### src/rtl/program_loader.sv
// Boot loader: takes a 16-bit little-endian word count, then that many 32-bit little-endian words,
// and writes them to instruction memory from address 0 while holding the CPU in reset.
module program_loader #(
    parameter int ADDR_W = 8,
    parameter int DEPTH  = 256
) (
    input  logic              CLK,
    input  logic              Init,
    input  logic              Program,
    input  logic              in_valid,
    input  logic [7:0]        in_data,
    output logic              in_ready,
    output logic              imem_we,
    output logic [ADDR_W-1:0] imem_addr,
    output logic [31:0]       imem_wdata,
    output logic              cpu_hold,
    output logic              done,
    output logic              err
);

    typedef enum logic [2:0] {
        IDLE,
        HDR0,
        HDR1,
        DATA,
        WRITE,
        DONE
    } state_t;

    localparam logic [16:0] DEPTH_L = 17'(DEPTH);

    state_t state, state_d;

    logic [7:0]        n_lo, n_lo_d;
    logic [15:0]       n_cnt, n_cnt_d;
    logic [1:0]        byte_cnt, byte_cnt_d;
    logic [15:0]       word_cnt, word_cnt_d;
    logic [23:0]       word_buf, word_buf_d;
    logic              err_d, done_d;
    logic              in_ready_d, imem_we_d, cpu_hold_d;
    logic [ADDR_W-1:0] imem_addr_d;
    logic [31:0]       imem_wdata_d;
    logic              xfer;
    logic [15:0]       hdr_n;

    always_ff @(posedge CLK or posedge Init) begin
        if (Init) begin
            state      <= IDLE;
            n_lo       <= '0;
            n_cnt      <= '0;
            byte_cnt   <= '0;
            word_cnt   <= '0;
            word_buf   <= '0;
            err        <= 1'b0;
            done       <= 1'b0;
            in_ready   <= 1'b0;
            imem_we    <= 1'b0;
            cpu_hold   <= 1'b0;
            imem_addr  <= '0;
            imem_wdata <= '0;
        end else begin
            state      <= state_d;
            n_lo       <= n_lo_d;
            n_cnt      <= n_cnt_d;
            byte_cnt   <= byte_cnt_d;
            word_cnt   <= word_cnt_d;
            word_buf   <= word_buf_d;
            err        <= err_d;
            done       <= done_d;
            in_ready   <= in_ready_d;
            imem_we    <= imem_we_d;
            cpu_hold   <= cpu_hold_d;
            imem_addr  <= imem_addr_d;
            imem_wdata <= imem_wdata_d;
        end
    end

    always_comb begin
        state_d      = state;
        n_lo_d       = n_lo;
        n_cnt_d      = n_cnt;
        byte_cnt_d   = byte_cnt;
        word_cnt_d   = word_cnt;
        word_buf_d   = word_buf;
        err_d        = err;
        done_d       = done;
        imem_addr_d  = imem_addr;
        imem_wdata_d = imem_wdata;
        xfer         = in_valid && in_ready;
        hdr_n        = {in_data, n_lo};

        case (state)
            IDLE: begin
                if (Program) begin
                    state_d    = HDR0;
                    err_d      = 1'b0;
                    done_d     = 1'b0;
                    byte_cnt_d = '0;
                    word_cnt_d = '0;
                end
            end
            HDR0: begin
                if (!Program) begin
                    state_d = IDLE;
                    err_d   = 1'b1;
                end else if (xfer) begin
                    n_lo_d  = in_data;
                    state_d = HDR1;
                end
            end
            HDR1: begin
                if (!Program) begin
                    state_d = IDLE;
                    err_d   = 1'b1;
                end else if (xfer) begin
                    n_cnt_d = hdr_n;
                    if (hdr_n == 16'd0) begin
                        state_d = DONE;
                        done_d  = 1'b1;
                    end else if ({1'b0, hdr_n} > DEPTH_L) begin
                        state_d = IDLE;
                        err_d   = 1'b1;
                    end else begin
                        state_d = DATA;
                    end
                end
            end
            DATA: begin
                if (!Program) begin
                    // Partial word is dropped; the next load restarts byte assembly.
                    state_d    = IDLE;
                    err_d      = 1'b1;
                    byte_cnt_d = '0;
                end else if (xfer) begin
                    byte_cnt_d = byte_cnt + 2'd1;
                    case (byte_cnt)
                        2'd0:    word_buf_d[7:0]   = in_data;
                        2'd1:    word_buf_d[15:8]  = in_data;
                        2'd2:    word_buf_d[23:16] = in_data;
                        default: begin
                            state_d      = WRITE;
                            imem_addr_d  = word_cnt[ADDR_W-1:0];
                            imem_wdata_d = {in_data, word_buf};
                        end
                    endcase
                end
            end
            WRITE: begin
                word_cnt_d = word_cnt + 16'd1;
                if (!Program) begin
                    state_d = IDLE;
                    err_d   = 1'b1;
                end else if (word_cnt_d == n_cnt) begin
                    state_d = DONE;
                    done_d  = 1'b1;
                end else begin
                    state_d = DATA;
                end
            end
            DONE: begin
                if (!Program) begin
                    state_d = IDLE;
                    done_d  = 1'b0;
                end
            end
            default: state_d = IDLE;
        endcase

        // Flow-control and strobe outputs are registered copies of the next state's decode.
        in_ready_d = (state_d == HDR0) || (state_d == HDR1) || (state_d == DATA);
        imem_we_d  = (state_d == WRITE);
        cpu_hold_d = in_ready_d || imem_we_d;
    end

endmodule
### config.mk
export PLATFORM = sky130hd
export DESIGN_NAME = program_loader
export DESIGN_NICKNAME = d
export VERILOG_FILES = /design/src/rtl/program_loader.sv
export SDC_FILE = /design/constraint.sdc
export NUM_CORES = 1
export LEC_CHECK = 0
export CORE_MARGIN = 3
export CORE_UTILIZATION = 30
export CTS_CLUSTER_SIZE = 8
export DETAILED_ROUTE_END_ITERATION = 12
export PLACE_DENSITY = 0.49
export SLEW_MARGIN = 20
export SYNTH_ARGS = -nofsm -noshare
export SYNTH_HDL_FRONTEND = slang
export SYNTH_SLANG_ARGS = --single-unit
### constraint.sdc
create_clock -name CLK -period 10.85 [get_ports CLK]
set_input_delay 2.17 -clock CLK [delete_from_list [all_inputs] [get_ports CLK]]
set_output_delay 2.17 -clock CLK [all_outputs]
set_load 0.01 [all_outputs]
==> results of run 1 <==
-- critical path: cells and delay by family --
| kind | cells | cell delay, ns |
|---|---|---|
| buf+inv | 3 | 1.48 |
| simple gates | 5 | 0.86 |
-- registers in the layout (all words and copies together) (netlist names) --
register    count
n_lo            8
done            1
byte_cnt        2
imem_we         1
word_buf       24
n_cnt          16
imem_wdata     32
state           3
imem_addr       8
cpu_hold        1
word_cnt       16
err             1
in_ready        1
-- per-stage QoR --
stage          power, mW  std cells  worst slack, ns  utilization [%]  hold slack, ns
2_1_floorplan      0.532        527             5.66                -           0.433
3_3_place_gp       0.563        787             6.37             35.2           0.437
3_5_place_dp       0.565        787             6.31             35.2           0.444
4_1_cts             1.11        819             6.74             38.5           0.459
5_1_grt             1.14        819             6.41             38.5           0.481
6_report            1.09        819             6.68             38.5           0.457
-- routing by layer --
| layer | track usage, % | vias up | part of all wire [%] | wire length, µm |
|---|---|---|---|---|
| li1 | - | 1910 | - | - |
| met1 | 20.2 | 1983 | 47 | 6400 |
| met2 | 21.9 | 79 | 48 | 6430 |
| met3 | 2.78 | 10 | 3.8 | 508 |
| met4 | 5.92 | 0 | 1.2 | 158 |
| met5 | 0 | - | 0 | 0 |
-- kinds of logic after synthesis --
family / Yosys count
AO/OA/AOI/OAI: 74
XOR/XNOR: 24
adder cells (fa/ha/maj): 5
buffers and inverters: 39
flip-flops: 114
multiplexers: 49
AND/OR/NAND/NOR: 222
-- cell type report --
| cell class | count | area share (%) |
|---|---|---|
| sequential | 114 | 42.5 |
| multi-input combinational | 374 | 35.0 |
| timing repair buffer | 62 | 9.03 |
| clock buffer | 17 | 6.34 |
| tap | 225 | 4.20 |
| clock inverter | 15 | 2.20 |
| inverter | 12 | 0.709 |
-- power by group through the flow --
stage | combinational (mW) | sequential (mW) | clock (mW)
6_report | 0.0852 | 0.471 | 0.534
3_3_place_gp | 0.0846 | 0.478 | 0
4_1_cts | 0.0868 | 0.471 | 0.549
2_1_floorplan | 0.0605 | 0.471 | 0
3_5_place_dp | 0.0864 | 0.479 | 0
5_1_grt | 0.0945 | 0.475 | 0.570
-- worst min path at each step --
| stage | endpoint | slack, ns |
|---|---|---|
| 2_1_floorplan | imem_wdata[0]$_DFFE_PP0P_ | 0.43 |
| 3_3_place_gp | imem_wdata[23]$_DFFE_PP0P_ | 0.44 |
| 3_5_place_dp | imem_wdata[16]$_DFFE_PP0P_ | 0.44 |
| 4_1_cts | imem_wdata[16]$_DFFE_PP0P_ | 0.46 |
| 5_1_grt | imem_wdata[16]$_DFFE_PP0P_ | 0.48 |
| 6_report | imem_wdata[16]$_DFFE_PP0P_ | 0.46 |
-- cell usage in the layout (no fill, tap or decap), types with 3 or more instances in the layout --
cell                              count
sky130_fd_sc_hd__o31ai_1              3
sky130_fd_sc_hd__nor2b_1              3
sky130_fd_sc_hd__ha_1                 5
sky130_fd_sc_hd__mux2_2              48
sky130_fd_sc_hd__clkinvlp_4           3
sky130_fd_sc_hd__nand2_1            150
sky130_fd_sc_hd__and3_1               4
sky130_fd_sc_hd__xor2_1               6
sky130_fd_sc_hd__nor4_1               5
sky130_fd_sc_hd__nand4_1              7
sky130_fd_sc_hd__a21oi_1             12
sky130_fd_sc_hd__xnor2_1             16
sky130_fd_sc_hd__nand4b_1             3
sky130_fd_sc_hd__o21bai_1             3
sky130_fd_sc_hd__buf_4                6
sky130_fd_sc_hd__o21ai_0             31
sky130_fd_sc_hd__nor2_1              16
sky130_fd_sc_hd__nor3_1               5
sky130_fd_sc_hd__nand3_1             10
sky130_fd_sc_hd__a31oi_1              5
sky130_fd_sc_hd__clkinv_4             3
sky130_fd_sc_hd__o22ai_1              3
sky130_fd_sc_hd__inv_1               11
sky130_fd_sc_hd__dfrtp_1            114
sky130_fd_sc_hd__clkbuf_16           17
sky130_fd_sc_hd__clkdlybuf4s50_1     56
sky130_fd_sc_hd__inv_6                6
==> metrics.md, run 1 <==
| Metric | Value |
|---|---|
| Worst clock skew on the final layout | `0.00975 ns` |
| Routed wirelength normalized by instance count | `roughly 16 µm` |
| Die Y-Extent | `roughly 140 µm` |
| Most common cell in the netlist | `sky130_fd_sc_hd__nand2_1` |
| Layout Area Growth over Synthesis | `25.0%` |
| Startpoint of the worst hold path | `word_buf[16]$_DFFE_PP0P_` |
| Largest vdd supply drop | `~0.00011 V` |
| Setup repair after global routing missed its margin | `no` |
| Post-CTS setup repair buffer count | `0` |
| Cells after synthesis | `between 500 and 600` |
| # IOs | `57` |
| Maximum number of pins on one net before global-route repair | `74` |
| Critical setup path kind | `in2reg` |
| Most used DFF post-synth | `sky130_fd_sc_hd__dfrtp_1` |
| Cell with the most instances on the worst path | `sky130_fd_sc_hd__nand2_1` |
| Via count of the first global-routing pass | `3,986` |
| Total number of vias | `about 4,000` |
| Post-CTS Hold Fix Bufs | `0` |
| Number of stages on the worst hold path | `2` |
| Required time of the worst setup path | `11.20 ns` |
| Number of I/O port buffers | `between 50 and 60` |
| Crit path cell chain | `clkdlybuf4s50_1, nand4b_1, nor2_1, nand2_1, inv_1, buf_4, nand2_1, nand2_1` |
| Period utilization | `roughly two fifths` |
| Clock root cell | `sky130_fd_sc_hd__clkbuf_16` |
| Remaining antenna violation count | `0` |
| Worst hold path class | `reg2reg` |
| Final hold violation count | `0` |
| Flop and latch count out of synthesis | `around 110` |
| Antenna cell count | `0` |
| Number of CTS-inserted buffers | `17` |
| Internal power consumption | `0.812 mW` |
| Detail-routed via count per cell | `a little under 5` |
| Slowest library cell on the worst path | `sky130_fd_sc_hd__clkdlybuf4s50_1` |
| Final setup violating endpoints | `0` |
| Highest achievable clock rate | `about 240 MHz` |
| Post-synthesis mux area share | `10.3%` |
| Post-Syn Nets | `about 540` |
| Detailed-placement wirelength estimate | `slightly above 9000 µm` |
| DIE AREA | `19,500 µm²` |
| Distinct cell type count after synthesis | `between 50 and 60` |
| Count of flip-flops with a built-in enable after synthesis | `0` |
| Synth Area per Inst | `10.2 µm²` |
| Kind of start point of the critical path | `input pin` |
| Post-synthesis async set-or-reset flop share | `between 90% and 100%` |
| Post-route standard cell area excluding fillers | `~6700 µm²` |
| MaxCap Viol Count | `0` |
| Maximum clock insertion buffer count | `2` |
| Dpl cell area | `about 6100 µm²` |
| Critical path capture point type | `flip-flop` |
| Wire length reported by the detailed router | `between 10,000 and 15,000 µm` |
| Max H-tree Level | `4` |
| TritonCTS sink count | `114` |
| Clock slew at reported path FFs | `roughly 0.060 ns` |
| Cells on worst reg2reg path | `7` |
| Total area of multi-input combinational cells | `about 2300 µm²` |
| Chip width | `~140 µm` |
| Fraction of power spent switching nets | `about a quarter` |
| Fraction of the mapped netlist area in compound gates | `under 10%` |
| Fill cell count | `between 1,500 and 2,000` |
| Areal power density over the cells | `between 150 and 200 nW/µm²` |
| Net count of the finished layout | `around 600` |
| Drt pass-1 iters | `4` |
| Final weighted congestion in routability-driven placement | `between 0.8 and 0.9` |
| Largest area contributor in the netlist | `sky130_fd_sc_hd__dfrtp_1` |
| Critical Path Max Stage Delay | `between 0.7 and 0.8 ns` |
| CTS tree | `yes` |
| Area fraction in and, or, nand and nor cells after synthesis | `around a fifth` |
| Overall Global Routing Usage | `14.4%` |
| Initial antenna violation count | `0` |
| Maximum net fanout on the critical path | `30` |
| Area taken by flip-flops and latches | `about 2900 µm²` |
| Grt total ovfl | `0` |
| Xor and xnor fraction of the mapped netlist area | `under 10%` |
| Sequential fraction of the synthesis area | `a little over half` |
| Final period demand of the worst path | `about 4.2 ns` |
| R2R Path End | `cpu_hold$_DFF_PP0_` |
| R2r setup slk | `slightly below 8 ns` |
| Initial core utilization | `30.8%` |
| Sequential cell fraction of total power | `between 40% and 50%` |
| Arrival time at the worst endpoint | `about 4.5 ns` |
| Dominant combinational cell family by area after synthesis | `simple AND/OR/NAND/NOR gates` |
| Top cell types by occurrence after synthesis | `150 x sky130_fd_sc_hd__nand2_1, 114 x sky130_fd_sc_hd__dfrtp_1, 48 x sky130_fd_sc_hd__mux2_2, 31 x sky130_fd_sc_hd__o21ai_0, 20 x sky130_fd_sc_hd__clkbuf_1` |
| Worst flop-to-flop path startpoint | `word_cnt[0]$_DFFE_PP0P_` |
| Final-report max-slew violation count | `0` |
| Placeable core region | `~17,000 µm²` |
| Leakage power summed over all cells | `3.13 nW` |
| Proportion of power drawn by the clock network | `49.0%` |
| Synth top area share | `a little over half` |
| Normalized max-slew margin | `between 40% and 50%` |
| Total Negative Setup Slacks | `0 ns` |
| DRC viols | `0` |
| Worst setup path startpoint | `Program` |
| Yosys warnings | `0` |
| Total number of placement rows | `48` |
| Run status | `finished, final reports clean` |
| Switching power | `0.278 mW` |
| Pin slew with the least headroom to its limit | `0.895 ns` |
| Share of layout cells above drive strength 1 | `17.2%` |
| Area share of fa/ha/maj cells after synthesis | `roughly 1.2%` |
| Netlist area before placement | `5370 µm²` |
| Timing endpoint of the critical path | `imem_wdata[26]$_DFFE_PP0P_` |
| Quantity of gates resized following cts | `0` |
| Top post-synthesis cells by area | `sky130_fd_sc_hd__dfrtp_1 53%, sky130_fd_sc_hd__nand2_1 10%, sky130_fd_sc_hd__mux2_2 10%` |
| Clk_lat worst skew | `0.42 ns` |
| Global-route wire length before repair | `22,200 µm` |
| Comb pwr share | `7.8%` |
| Starting DRC count in detailed routing | `roughly 280` |
Power figures use the tool's default switching activity.
==> run 2, diff against run 1 <==
==> constraint.sdc (replaced) <==
create_clock -name CLK -period 4.05 [get_ports CLK]
set_input_delay 0.81 -clock CLK [delete_from_list [all_inputs] [get_ports CLK]]
set_output_delay 0.81 -clock CLK [all_outputs]
set_load 0.01 [all_outputs]
==> run 2 against run 1 <==
Compared with the run above: power rose to 2.7 times the previous value; sequential cell count unchanged; cell area up 0.49%; setup slack lost 5.6 ns; largest power group unchanged; register-to-register slack lost 6.7 ns; highest routed layer unchanged; core utilization up 0.19 points; count of clock-buffer cells in the layout unchanged; global-route usage is 0.23 points lower; combinational power rose to 2.7 times the previous value; hold slack improved by 0.0030 ns; first-iteration DRC count is 8.6% higher.
==> metrics.md, run 2 (same netlist as run 1, synthesis figures left out) <==
| Metric | Value |
|---|---|
| Pin slew with the least headroom to its limit | `0.797 ns` |
| Arrival time at the worst endpoint | `3.22 ns` |
| Setup repair after global routing missed its margin | `no` |
| Most flops, register | `imem_wdata` |
| Maximum net fanout on the critical path | `8` |
| Total number of vias | `4,018` |
| Period utilization | `around 73%` |
| Worst hold path class | `reg2reg` |
| Registers with the most flip-flops | `imem_wdata (32), word_buf (24)` |
| Maximum clock insertion buffer count | `2` |
| Routed wirelength normalized by instance count | `~16 µm` |
| Maximum number of pins on one net before global-route repair | `50` |
| Final period demand of the worst path | `2.95 ns` |
| TritonCTS sink count | `114` |
| Largest vdd supply drop | `between 0.0003 and 0.0004 V` |
| Starting DRC count in detailed routing | `between 300 and 400` |
| Normalized max-slew margin | `46.3%` |
| Detailed-placement wirelength estimate | `9180 µm` |
| Post-route standard cell area excluding fillers | `a little under 7000 µm²` |
| Number of flip-flops under the largest register name | `32` |
| Highest achievable clock rate | `339 MHz` |
| Antenna cell count | `0` |
| Areal power density over the cells | `around 430 nW/µm²` |
| Max H-tree Level | `4` |
| # IOs | `57` |
| Leading cell type in the layout, fill and taps excluded | `sky130_fd_sc_hd__nand2_1` |
| Share of layout cells above drive strength 1 | `around 18%` |
| Drt pass-1 iters | `4` |
| Overall Global Routing Usage | `14.2%` |
| Buffers plus inverters on the worst setup path | `0` |
| Worst clock skew on the final layout | `between 0.007 and 0.008 ns` |
| Total power of the final layout | `around 2.9 mW` |
| Initial antenna violation count | `0` |
| CTS tree | `yes` |
| Clock slew at reported path FFs | `0.06 ns` |
| Initial core utilization | `between 30% and 40%` |
| Final hold violation count | `0` |
| Clock root cell | `sky130_fd_sc_hd__clkbuf_16` |
| Via count of the first global-routing pass | `roughly 4,000` |
| Run status | `finished, final reports clean` |
| Critical path capture point type | `flip-flop` |
| DRC viols | `0` |
| Final-report max-slew violation count | `0` |
| Most used cells in the layout excluding fill and tap cells | `150 x sky130_fd_sc_hd__nand2_1, 114 x sky130_fd_sc_hd__dfrtp_1, 56 x sky130_fd_sc_hd__clkdlybuf4s50_1` |
| Number of CTS-inserted buffers | `17` |
| Leakage power summed over all cells | `around 3.1 nW` |
| Grt total ovfl | `0` |
| MaxCap Viol Count | `0` |
| Global-route wire length before repair | `approximately 22,000 µm` |
| Cell type group with the largest total delay on the critical path | `simple AND/OR/NAND/NOR gates` |
| Detail-routed via count per cell | `4.88` |
| Dpl cell area | `a little over 6000 µm²` |
| Placeable core region | `~17,000 µm²` |
| Final setup violating endpoints | `0` |
| Layout Area Growth over Synthesis | `25.6%` |
| Die Y-Extent | `140 µm` |
| Clk_lat worst skew | `0.42 ns` |
| DIE AREA | `~20,000 µm²` |
| Slowest library cell on the worst path | `sky130_fd_sc_hd__dfrtp_1` |
| Crit path cell chain | `ha_1, nand3_1, o21bai_1, o2111ai_1, or4_4, nor4_2, o21ai_1` |
| Required time of the worst setup path | `4.32 ns` |
| Critical Path Max Stage Delay | `about 0.59 ns` |
| Total Negative Setup Slacks | `0 ns` |
| Kind of start point of the critical path | `flip-flop` |
| Post-CTS setup repair buffer count | `0` |
| Chip width | `between 100 and 150 µm` |
| Final weighted congestion in routability-driven placement | `roughly 0.9` |
| Wire length reported by the detailed router | `about 13,000 µm` |
| Quantity of gates resized following cts | `0` |
| Post-CTS Hold Fix Bufs | `0` |
| Net count of the finished layout | `around 600` |
| Remaining antenna violation count | `0` |
| Number of I/O port buffers | `56` |
| Total number of placement rows | `48` |
| Critical setup path kind | `reg2reg` |
run 2: cell types whose count changed in the layout (fill, tap and decap cells not counted):
cell                        previous run  this run
sky130_fd_sc_hd__buf_4                 6         9
sky130_fd_sc_hd__inv_8                 1         4
sky130_fd_sc_hd__clkinv_4              3         1
sky130_fd_sc_hd__buf_12                0         1
sky130_fd_sc_hd__bufinv_16             1         0
sky130_fd_sc_hd__clkinv_2              1         0
sky130_fd_sc_hd__inv_6                 6         7
run 2: area by class of cell:
class / instances / area, µm²
Tap cell: 225 / 282
Multi-Input combinational cell: 374 / 2350
Clock inverter: 15 / 138
Sequential cell: 114 / 2850
Timing Repair Buffer: 66 / 648
Clock buffer: 17 / 425
Fill cell: 1725 / 10700
Inverter: 12 / 47.5
run 2: layer usage:
layer	vias to the layer above	part of all wire (%)	track usage [%]
met1	1993	48	19.3
met3	14	4.0	3.26
met4	0	1.5	5.15
met2	86	47	22.2
li1	1925	-	-
met5	-	0	0
run 2: through the flow:
step / cells / hold slack (ns) / setup slack, ns / utilization (%)
after floorplan: 527 / 0.433 / 0.224 / -
after global placement: 791 / 0.440 / 1.10 / 35.5
after detailed placement: 791 / 0.450 / 1.01 / 35.5
after CTS: 823 / 0.465 / 1.16 / 38.7
after global routing: 823 / 0.479 / 0.943 / 38.7
final: 823 / 0.460 / 1.10 / 38.7
run 2: worst paths after layout:
path,slack [ns],start,to,depth (start not counted)
max,1.10,word_cnt[0]$_DFFE_PP0P_,cpu_hold$_DFF_PP0_,7
max in group asynchronous,2.31,Init,imem_wdata[16]$_DFFE_PP0P_,3
min in group asynchronous,0.82,Init,imem_wdata[8]$_DFFE_PP0P_,2
max reg2reg,1.10,word_cnt[0]$_DFFE_PP0P_,cpu_hold$_DFF_PP0_,7
min,0.46,word_buf[14]$_DFFE_PP0P_,imem_wdata[14]$_DFFE_PP0P_,2
min reg2reg,0.46,word_buf[14]$_DFFE_PP0P_,imem_wdata[14]$_DFFE_PP0P_,2
run 2: report_power, final:
group	switching [mW]	internal [mW]
logic	0.114	0.115
clock network	0.603	0.810
registers	0.0586	1.20
total	0.776	2.13
run 2: worst min-delay path: stages (launching register included):
cell and delay (ns):
sky130_fd_sc_hd__dfrtp_1 0.34, sky130_fd_sc_hd__nand2_1 0.05, sky130_fd_sc_hd__nand2_1 0.05
==> run 3, diff against run 2 <==
==> constraint.sdc (replaced) <==
create_clock -name CLK -period 3 [get_ports CLK]
set_input_delay 0.6 -clock CLK [delete_from_list [all_inputs] [get_ports CLK]]
set_output_delay 0.6 -clock CLK [all_outputs]
set_load 0.01 [all_outputs]
==> run 3 against run 2 <==
Compared with the run above: global-route usage grew 0.78 points; largest cell class unchanged; clock power up 52%; setup slack got worse by 0.77 ns; power increased by 43%; critical path depth is the same; sequential cell count stayed put; combinational power grew 39%; core utilization rose by 0.85 points; clock skew down 0.00091 ns; sequential power increased by 36%.
==> metrics.md, run 3 (same netlist as run 1, synthesis figures left out) <==
| Metric | Value |
|---|---|
| Run status | `finished, final reports clean` |
| Placeable core region | `17,400 µm²` |
| Maximum clock insertion buffer count | `2` |
| Switching power | `0.948 mW` |
| Final period demand of the worst path | `approximately 2.7 ns` |
| Pre-CTS setup slack | `~0.28 ns` |
| Drt pass-1 iters | `4` |
| Pin slew with the least headroom to its limit | `around 0.70 ns` |
| Maximum number of pins on one net before global-route repair | `42` |
| Detail-routed via count per cell | `between 4 and 5` |
| CTS tree | `yes` |
| # IOs | `57` |
| Global-route wire length before repair | `approximately 23,000 µm` |
| Final weighted congestion in routability-driven placement | `around 0.88` |
| Critical path capture point type | `flip-flop` |
| Sequential cell fraction of total power | `41.0%` |
| Detailed-placement wirelength estimate | `~9600 µm` |
| Share of layout cells above drive strength 1 | `18.8%` |
| Antenna cell count | `0` |
| Maximum net fanout on the critical path | `8` |
| Worst clock skew on the final layout | `0.00655 ns` |
| Normalized max-slew margin | `between 50% and 60%` |
| Smallest setup slack after layout | `about 0.33 ns` |
| Routed wirelength normalized by instance count | `between 15 and 20 µm` |
| Areal power density over the cells | `605 nW/µm²` |
| Fill cell count | `~1,700` |
| Required time of the worst setup path | `around 3.3 ns` |
| Total area of multi-input combinational cells | `2350 µm²` |
| Arrival time at the worst endpoint | `2.95 ns` |
| Total number of placement rows | `between 40 and 50` |
| DIE AREA | `19,500 µm²` |
| Highest achievable clock rate | `375 MHz` |
| Final hold violation count | `0` |
| Number of I/O port buffers | `56` |
| Final setup violating endpoints | `0` |
| Comb pwr share | `approximately 7.6%` |
| Leakage power summed over all cells | `roughly 3.2 nW` |
| MaxCap Viol Count | `0` |
| Initial core utilization | `between 30% and 40%` |
| Via count of the first global-routing pass | `4,191` |
| Proportion of power drawn by the clock network | `51.4%` |
| Worst hold path class | `reg2reg` |
| Chip width | `between 100 and 150 µm` |
| Post-CTS Hold Fix Bufs | `0` |
| Number of flip-flops under the largest register name | `32` |
| Clock slew at reported path FFs | `around 0.06 ns` |
| Quantity of gates resized following cts | `0` |
| Fraction of power spent switching nets | `between 20% and 30%` |
| Initial antenna violation count | `0` |
| Total number of vias | `roughly 4,100` |
| Most used cells in the layout excluding fill and tap cells | `150 x sky130_fd_sc_hd__nand2_1, 114 x sky130_fd_sc_hd__dfrtp_1, 56 x sky130_fd_sc_hd__clkdlybuf4s50_1` |
| Kind of start point of the critical path | `flip-flop` |
| DRC viols | `0` |
| Overall Global Routing Usage | `between 10 and 15%` |
| Number of CTS-inserted buffers | `17` |
| TritonCTS sink count | `114` |
| Wire length reported by the detailed router | `13,600 µm` |
| Largest vdd supply drop | `0.000486 V` |
| Registers with the most flip-flops | `imem_wdata (32), word_buf (24)` |
| Area taken by flip-flops and latches | `about 2900 µm²` |
| Max H-tree Level | `4` |
| Net count of the finished layout | `610` |
| Setup repair after global routing missed its margin | `no` |
| Clk_lat worst skew | `around 0.4 ns` |
| Layout Area Growth over Synthesis | `28.3%` |
| Most flops, register | `imem_wdata` |
| Die Y-Extent | `~140 µm` |
| Post-CTS setup repair buffer count | `0` |
| Grt total ovfl | `0` |
| Total Negative Setup Slacks | `0 ns` |
| Leading cell type in the layout, fill and taps excluded | `sky130_fd_sc_hd__nand2_1` |
| Final-report max-slew violation count | `0` |
| Internal power consumption | `roughly 3.2 mW` |
| Period utilization | `88.9%` |
| Starting DRC count in detailed routing | `about 200` |
| Remaining antenna violation count | `0` |
| Clock root cell | `sky130_fd_sc_hd__clkbuf_16` |
| Critical setup path kind | `reg2reg` |
## run 3: cell count changes in the layout (fill, tap and decap cells not counted)
cell	change
sky130_fd_sc_hd__inv_6	-5
sky130_fd_sc_hd__buf_4	+7
sky130_fd_sc_hd__clkinv_2	+2
sky130_fd_sc_hd__clkbuf_8	+2
sky130_fd_sc_hd__clkinv_4	+1
sky130_fd_sc_hd__inv_4	-1
sky130_fd_sc_hd__o21ai_1	-1
sky130_fd_sc_hd__o21ai_2	+1
sky130_fd_sc_hd__inv_8	-4
sky130_fd_sc_hd__bufinv_16	+4
sky130_fd_sc_hd__buf_12	+1
## run 3: power groups by stage
stage	Combinational, mW	Sequential (mW)	Clock (mW)
final	0.318	1.71	2.14
after global routing	0.354	1.72	2.27
after CTS	0.322	1.71	2.20
after detailed placement	0.321	1.74	0
after global placement	0.315	1.73	0
after floorplan	0.219	1.71	0
## run 3: metrics by stage
stage	std cells	total power, mW	instance area [µm²]	hold WS (ns)	utilization (%)
6_report	830	4.17	6890	0.459	39.6
3_3_place_gp	799	2.05	6250	0.445	35.9
5_1_grt	830	4.35	6890	0.490	39.6
2_1_floorplan	527	1.92	5370	0.433	-
3_5_place_dp	799	2.06	6250	0.449	35.9
4_1_cts	830	4.23	6890	0.465	39.5
## run 3: worst paths after layout
check	startpoint	to	slack, ns	cells after the start
max in group asynchronous	Init	n_cnt[11]$_DFFE_PP0P_	1.53	3
max	word_cnt[0]$_DFFE_PP0P_	cpu_hold$_DFF_PP0_	0.33	7
min	word_buf[7]$_DFFE_PP0P_	imem_wdata[7]$_DFFE_PP0P_	0.46	2
min in group asynchronous	Init	imem_wdata[24]$_DFFE_PP0P_	0.63	2
max reg2reg	word_cnt[0]$_DFFE_PP0P_	cpu_hold$_DFF_PP0_	0.33	7
min reg2reg	word_buf[7]$_DFFE_PP0P_	imem_wdata[7]$_DFFE_PP0P_	0.46	2
## run 3: critical path: stages, from the launching register on
cell,delay (ns)
sky130_fd_sc_hd__dfrtp_1,0.50
sky130_fd_sc_hd__ha_1,0.36
sky130_fd_sc_hd__nand3_1,0.26
sky130_fd_sc_hd__nor2_1,0.33
sky130_fd_sc_hd__a22oi_1,0.12
sky130_fd_sc_hd__or4_4,0.45
sky130_fd_sc_hd__nor4_2,0.40
sky130_fd_sc_hd__o21ai_1,0.13
## run 3: metal layers
layer	wire length [µm]	track usage (%)	share of wire, %	vias up
li1	-	-	-	1951
met5	0	0	0	-
met4	187	4.74	1.4	0
met2	6360	22.8	47	92
met3	543	3.81	4.0	16
met1	6560	20.9	48	2090
## run 3: cell type report
cell class	instances	area share, %
Sequential cell	114	41.4
Clock buffer	19	6.57
Clock inverter	12	2.62
Tap cell	225	4.09
Multi-Input combinational cell	374	34.1
Timing Repair Buffer	74	10.5
Inverter	12	0.708
